==> config.mk <==
export PLATFORM = sky130hd
export DESIGN_NAME = compl_sched_flat
export DESIGN_NICKNAME = d
export VERILOG_FILES = /design/src/rtl/compl_sched_if.sv /design/src/rtl/compl_sched.sv /design/src/flat_wrapper.sv
export SDC_FILE = /design/constraint.sdc
export NUM_CORES = 1
export LEC_CHECK = 0
export CORE_MARGIN = 2
export CORE_UTILIZATION = 39
export CTS_CLUSTER_DIAMETER = 40
export DETAILED_ROUTE_END_ITERATION = 12
export PLACE_DENSITY = 0.69
export SLEW_MARGIN = 40
export SYNTH_ARGS = -nofsm -noshare
export SYNTH_HDL_FRONTEND = slang
export SYNTH_SLANG_ARGS = --single-unit
==> constraint.sdc <==
create_clock -name clk -period 1.2 [get_ports clk]
set_input_delay 0.18 -clock clk [delete_from_list [all_inputs] [get_ports clk]]
set_output_delay 0.18 -clock clk [all_outputs]
set_load 0.01 [all_outputs]
==> src/rtl/compl_sched_if.sv <==
// Request/operand/result bundle between the operand producers and the time-shared complement engine.
// The master drives requests, operands and modes; the slave returns the grant, status and results.
interface compl_sched_if #(
  parameter int WIDTH = 3
);
  logic [1:0]       req;
  logic [WIDTH-1:0] data0;
  logic [WIDTH-1:0] data1;
  logic [1:0]       mode;
  logic [1:0]       gnt;
  logic             busy;
  logic [1:0]       done;
  logic [WIDTH-1:0] result;

  modport master (
    output req, data0, data1, mode,
    input  gnt, busy, done, result
  );

  modport slave (
    input  req, data0, data1, mode,
    output gnt, busy, done, result
  );
endinterface

==> src/rtl/compl_sched.sv <==
// Round-robin two-requester scheduler driving a bit-serial 1's/2's complement engine, LSB first.
// Optional macro COMPL_SCHED_MODE_EN honours the per-requester mode; when undefined, every job uses 2's complement.
module compl_sched #(
  parameter int WIDTH = 3
) (
  input  logic          clk,
  input  logic          rst_n,
  compl_sched_if.slave  bus
);
  localparam int CW = $clog2(WIDTH);

  localparam logic [1:0] S_IDLE  = 2'd0;
  localparam logic [1:0] S_SHIFT = 2'd1;
  localparam logic [1:0] S_DONE  = 2'd2;

  logic [1:0]       r_state;
  logic [WIDTH-1:0] r_shift;
  logic [WIDTH-1:0] r_acc;
  logic [WIDTH-1:0] r_result;
  logic [CW-1:0]    r_cnt;
  logic             r_seen;
  logic             r_ptr;
  logic [1:0]       r_gnt;

  logic             w_win;
  logic             w_twos;
  logic             w_bit;
  logic             w_out;
  logic             w_last;

  // NOTE: every always_comb output gets a default first, so no path can infer a latch.
  always_comb begin
    w_win = r_ptr;
    if (bus.req == 2'b01)      w_win = 1'b0;
    else if (bus.req == 2'b10) w_win = 1'b1;
  end

`ifdef COMPL_SCHED_MODE_EN
  logic r_mode;

  always_ff @(posedge clk or negedge rst_n) begin
    if (!rst_n)                                  r_mode <= 1'b0;
    else if (r_state == S_IDLE && bus.req != 2'b00) r_mode <= bus.mode[w_win];
  end

  assign w_twos = r_mode;
`else
  assign w_twos = 1'b1;
`endif

  // 2's complement passes bits through up to and including the first one, then inverts.
  assign w_bit  = r_shift[0];
  assign w_out  = w_twos ? (r_seen ? ~w_bit : w_bit) : ~w_bit;
  assign w_last = (r_cnt == CW'(WIDTH - 1));

  // NOTE: sequential state uses non-blocking assignments so all registers update from pre-edge values.
  always_ff @(posedge clk or negedge rst_n) begin
    if (!rst_n) begin
      r_state  <= S_IDLE;
      r_shift  <= '0;
      r_acc    <= '0;
      r_result <= '0;
      r_cnt    <= '0;
      r_seen   <= 1'b0;
      r_ptr    <= 1'b0;
      r_gnt    <= 2'b00;
    end else begin
      case (r_state)
        S_IDLE: begin
          if (bus.req != 2'b00) begin
            r_shift <= w_win ? bus.data1 : bus.data0;
            r_gnt   <= w_win ? 2'b10 : 2'b01;
            r_cnt   <= '0;
            r_seen  <= 1'b0;
            r_state <= S_SHIFT;
          end
        end
        S_SHIFT: begin
          r_shift <= r_shift >> 1;
          r_acc   <= {w_out, r_acc[WIDTH-1:1]};
          r_seen  <= r_seen | w_bit;
          r_cnt   <= r_cnt + CW'(1);
          if (w_last) begin
            // Publish the final accumulator value so result is already valid during DONE.
            r_result <= {w_out, r_acc[WIDTH-1:1]};
            r_state  <= S_DONE;
          end
        end
        S_DONE: begin
          r_ptr   <= ~r_gnt[1];
          r_gnt   <= 2'b00;
          r_state <= S_IDLE;
        end
        default: r_state <= S_IDLE;
      endcase
    end
  end

  assign bus.gnt    = r_gnt;
  assign bus.busy   = (r_state != S_IDLE);
  assign bus.done   = (r_state == S_DONE) ? r_gnt : 2'b00;
  assign bus.result = r_result;
endmodule

==> src/flat_wrapper.sv <==
// flat-port wrapper written by rule: the top's interface ports become plain ports
module compl_sched_flat 
#(
  parameter int WIDTH = 3
)
  (clk, rst_n, bus_req, bus_data0, bus_data1, bus_mode, bus_gnt, bus_busy, bus_done, bus_result);
  compl_sched_if #(.WIDTH(WIDTH)) bus_i ();
  input  logic clk;
  input  logic rst_n;
  input wire logic [$bits(bus_i.req)-1:0] bus_req;
  input wire logic [$bits(bus_i.data0)-1:0] bus_data0;
  input wire logic [$bits(bus_i.data1)-1:0] bus_data1;
  input wire logic [$bits(bus_i.mode)-1:0] bus_mode;
  output wire logic [$bits(bus_i.gnt)-1:0] bus_gnt;
  output wire logic [$bits(bus_i.busy)-1:0] bus_busy;
  output wire logic [$bits(bus_i.done)-1:0] bus_done;
  output wire logic [$bits(bus_i.result)-1:0] bus_result;
  assign bus_i.req = bus_req;
  assign bus_i.data0 = bus_data0;
  assign bus_i.data1 = bus_data1;
  assign bus_i.mode = bus_mode;
  assign bus_gnt = bus_i.gnt;
  assign bus_busy = bus_i.busy;
  assign bus_done = bus_i.done;
  assign bus_result = bus_i.result;
  compl_sched #(.WIDTH(WIDTH)) u_core (.clk(clk), .rst_n(rst_n), .bus(bus_i));
endmodule
==> metrics.txt <==
# TYPE chip_impl_metric gauge
chip_impl_info{name="status",value="complete, but fails checks"} 1
chip_impl_info{name="violations",value="setup timing"} 1
chip_impl_metric{name="dpl.cell_count",unit=""} 131
chip_impl_metric{name="h-tree-depth",unit=""} 1
chip_impl_metric{name="totalWireLength",unit="mm"} 1.76
chip_impl_metric{name="m1WireLength",unit="um"} 757
chip_impl_metric{name="synth_area",unit="um2"} 786
chip_impl_metric{name="detailedRoute.firstIterationViolations",unit=""} 12
chip_impl_metric{name="fp.dieArea",unit="um2"} 2390
chip_impl_info{name="r2r-start",value="u_core.r_state[0]$_DFFE_PN0P_"} 1
chip_impl_metric{name="num_vias",unit=""} 672
chip_impl_metric{name="routed-wl-met2",unit="um"} 894
chip_impl_metric{name="worst_max_slew_pin_slew",unit="ns"} 0.243
chip_impl_metric{name="hpwl",unit="mm"} 1.25
chip_impl_metric{name="final_replace_weighted_congestion",unit=""} 0.841
chip_impl_metric{name="max-vdd-ir-drop",unit="mV"} 1.24
chip_impl_metric{name="ys_seq_elements",unit=""} 16
chip_impl_metric{name="grtUsageTotal",unit="%"} 16.8
chip_impl_metric{name="final-max-slew-violation-count",unit=""} 0
chip_impl_metric{name="report.final.setup_viol",unit=""} 13
chip_impl_info{name="critical_path.startpoint",value="u_core.r_state[0]$_DFFE_PN0P_"} 1
chip_impl_metric{name="yosysTopAreaCellShare",unit="%"} 51.0
chip_impl_info{name="synth_top_cell_by_area",value="sky130_fd_sc_hd__dfrtp_1"} 1
chip_impl_metric{name="grt_antenna_before_repair",unit=""} 0
chip_impl_metric{name="worstPathRequired",unit="ns"} 1.02
chip_impl_metric{name="maxCapViolCount",unit=""} 0
chip_impl_metric{name="slew_margin_rel",unit="%"} 83.8
chip_impl_metric{name="tns",unit="ns"} -1.14
chip_impl_info{name="most_instantiated_cells_after_synthesis",value="16 x sky130_fd_sc_hd__dfrtp_1, 13 x sky130_fd_sc_hd__nand2_1, 7 x sky130_fd_sc_hd__inv_1"} 1
chip_impl_metric{name="clock.fmax",unit="MHz"} 740
chip_impl_metric{name="clkLatencyLatePin",unit="ns"} 0.29
chip_impl_metric{name="net_count_after_synthesis",unit=""} 92
chip_impl_metric{name="ys.warnings.count",unit=""} 0
chip_impl_metric{name="max_stage_delay",unit="ns"} 0.43
chip_impl_metric{name="initial_standard_cell_utilization_of_the_core",unit="%"} 40.9
chip_impl_metric{name="hold_viol_final",unit=""} 0
chip_impl_metric{name="average_wire_per_cell_in_the_routed_design",unit="um"} 12.7
chip_impl_metric{name="timing.reg2reg.worst_path_depth",unit=""} 6
chip_impl_info{name="most_used_standard_cell_by_instance_count_after_synthesis",value="sky130_fd_sc_hd__dfrtp_1"} 1
chip_impl_metric{name="n_antenna_cell",unit=""} 0
chip_impl_metric{name="portBuffers",unit=""} 17
chip_impl_metric{name="detail_route.first_pass.iterations",unit=""} 4
chip_impl_metric{name="die_w",unit="um"} 48.9
chip_impl_metric{name="finalHoldWorstSlack",unit="ns"} 0.203
chip_impl_info{name="tritoncts",value="done"} 1
chip_impl_metric{name="synth_seq_area_share",unit="%"} 51.0
chip_impl_metric{name="power.static_leakage",unit="nW"} 0.570
chip_impl_metric{name="wire_length_of_the_first_global_routing_pass",unit="mm"} 3.08
chip_impl_metric{name="nFillCells",unit=""} 171
chip_impl_metric{name="cts.sink_count",unit=""} 16
chip_impl_info{name="timing.critical_path.to_type",value="output port"} 1
chip_impl_info{name="slowest_stage",value="sky130_fd_sc_hd__dfrtp_2"} 1
chip_impl_metric{name="synth_edf_count",unit=""} 0
chip_impl_info{name="path_class",value="register to output port"} 1
chip_impl_metric{name="detail_route.vias_per_cell",unit=""} 4.83
chip_impl_metric{name="finish.net_count",unit=""} 127
chip_impl_metric{name="holdBufCountCts",unit=""} 0
chip_impl_metric{name="grt.overflow.total",unit=""} 0
chip_impl_metric{name="cts_inserted_buffers",unit=""} 3
chip_impl_metric{name="core-area",unit="um2"} 1920
chip_impl_metric{name="finClkSkew",unit="ns"} 0.00194
chip_impl_info{name="cts_root_buf",value="sky130_fd_sc_hd__clkbuf_4"} 1
chip_impl_metric{name="first_global_vias",unit=""} 675
chip_impl_metric{name="cp_max_fo",unit=""} 3
chip_impl_metric{name="final.setup.worst_slack",unit="ns"} -0.151
chip_impl_metric{name="cp.arrival",unit="ns"} 1.17
chip_impl_metric{name="ios",unit=""} 20
chip_impl_metric{name="fraction_of_registers_with_async_set_reset",unit="%"} 100
chip_impl_metric{name="cts_buffer_depth",unit=""} 2
chip_impl_metric{name="rows",unit=""} 16
chip_impl_info{name="maxUsedRoutingLayer",value="met4"} 1
chip_impl_info{name="timing.hold.worst.class",value="primary input to asynchronous set/reset pin"} 1
chip_impl_metric{name="power_density",unit="nW/um2"} 2560
chip_impl_info{name="rsz0062_at_grt",value="yes"} 1
chip_impl_info{name="path_cells",value="buf_6, inv_4, and3_4, buf_6"} 1
chip_impl_info{name="worst_path_most_repeated_cell",value="sky130_fd_sc_hd__buf_6"} 1
chip_impl_info{name="netlist_top_cells_area",value="sky130_fd_sc_hd__dfrtp_1 51%, sky130_fd_sc_hd__nand2_1 6.2%, sky130_fd_sc_hd__mux2_4 5.7%"} 1
chip_impl_metric{name="drc_errors",unit=""} 0
chip_impl_metric{name="synth_cell_types",unit=""} 25
chip_impl_metric{name="grt_max_degree",unit=""} 17
chip_impl_metric{name="total_chip_power",unit="mW"} 3.00
chip_impl_metric{name="layout-drive-gt1-share",unit="%"} 40.2
chip_impl_info{name="setup.worst_path.start_class",value="register"} 1
chip_impl_metric{name="postSynthAreaPerCell",unit="um2"} 10.1
chip_impl_metric{name="dr_wl_met3",unit="um"} 77
chip_impl_metric{name="floorplan.die.height",unit="um"} 48.9
chip_impl_metric{name="layout.cells.non_filler",unit=""} 139
chip_impl_metric{name="post-route-min-period",unit="ns"} 1.35
chip_impl_metric{name="drtAntennaViolNets",unit=""} 0
chip_impl_metric{name="layout_worst_path_cycle_share",unit="%"} 113
chip_impl_metric{name="post-place-ws",unit="ns"} -0.278
chip_impl_info{name="synth-main-ff-cell",value="sky130_fd_sc_hd__dfrtp_1"} 1
chip_impl_metric{name="syn-instance-count",unit=""} 78
chip_impl_metric{name="path_clk_slew",unit="ns"} 0.10
chip_impl_metric{name="flow.area_growth_from_synthesis",unit="%"} 49.2
==> where the power goes <==
group	total (mW)	internal (mW)	switching, mW
Clock	0.359	0.185	0.174
Combinational	1.66	0.869	0.796
Sequential	0.975	0.814	0.161
==> flip-flops by register name (all words and copies together) (netlist names) <==
signal             flops
u_core.r_acc           2
u_core.bus.result      3
u_core.bus.gnt         2
u_core.r_cnt           2
u_core.r_shift         3
u_core.r_seen          1
u_core.r_ptr           1
u_core.r_state         2
==> stage by stage <==
| step | instance area (um2) | utilization [%] |
|---|---|---|
| 3_5_place_dp | 1060 | 55.0 |
| 6_report | 1170 | 61.0 |
| 2_1_floorplan | 786 | - |
| 4_1_cts | 1170 | 60.7 |
| 5_1_grt | 1170 | 61.0 |
| 3_3_place_gp | 1060 | 55.0 |
==> final timing paths <==
kind                                                  to  slack [ns]
min in group clk           u_core.r_shift[0]$_DFFE_PN0P_        0.47
setup / recovery                             bus_done[1]       -0.15
hold reg to reg              u_core.r_acc[1]$_DFFE_PN0P_        0.49
max in group asynchronous  u_core.r_state[1]$_DFFE_PN0P_        0.80
setup reg to reg           u_core.r_shift[2]$_DFFE_PN0P_       -0.12
hold / removal             u_core.r_shift[0]$_DFFE_PN0P_        0.20
==> final cells by class <==
class / instances / area (um2) / share of cell area, %
tap: 27 / 33.8 / 2.88
clock buffer: 4 / 36.3 / 3.09
sequential: 16 / 403 / 34.4
inverter: 9 / 36.3 / 3.09
multi-input combinational: 51 / 385 / 32.9
timing repair buffer: 32 / 278 / 23.7
==> layer usage <==
metal / global-route usage [%] / vias up
met4: 7.14 / 0
met2: 26.9 / 21
met3: 3.99 / 5
met5: 0 / -
met1: 21.8 / 316
li1: - / 330
==> kinds of logic after synthesis <==
| group | share of synthesized area (%) |
|---|---|
| adders and majority gates | 4.62 |
| DFF | 51.0 |
| and+or+nand+nor | 17.5 |
| muxes | 5.73 |
| buffers and inverters | 6.53 |
| AOI/OAI and AO/OA | 14.7 |
==> what timing repair did <==
action                                  4_1_cts  5_1_grt
gates resized for setup                      41        5
endpoints found under the setup margin       17       16
setup buffers                                 5        1
pin swaps                                     5        6
==> critical path: cells and delay by family (launching register included) <==
| kind | cells | cell delay [ns] |
|---|---|---|
| buffers and inverters | 3 | 0.28 |
| DFF | 1 | 0.43 |
| and+or+nand+nor | 1 | 0.18 |
==> cells in the final DEF, fill, tap and decap left out, types with 3 or more instances in the layout <==
| cell | count |
|---|---|
| sky130_fd_sc_hd__mux2_4 | 3 |
| sky130_fd_sc_hd__nand2_1 | 11 |
| sky130_fd_sc_hd__o22ai_1 | 3 |
| sky130_fd_sc_hd__clkbuf_4 | 3 |
| sky130_fd_sc_hd__buf_6 | 5 |
| sky130_fd_sc_hd__dfrtp_1 | 14 |
| sky130_fd_sc_hd__inv_1 | 6 |
| sky130_fd_sc_hd__a21oi_1 | 4 |
| sky130_fd_sc_hd__o21ai_0 | 5 |
| sky130_fd_sc_hd__buf_2 | 3 |
| sky130_fd_sc_hd__buf_4 | 12 |
| sky130_fd_sc_hd__dlygate4sd2_1 | 3 |
| sky130_fd_sc_hd__clkdlybuf4s50_1 | 9 |
(Power assumes the default switching activity.)
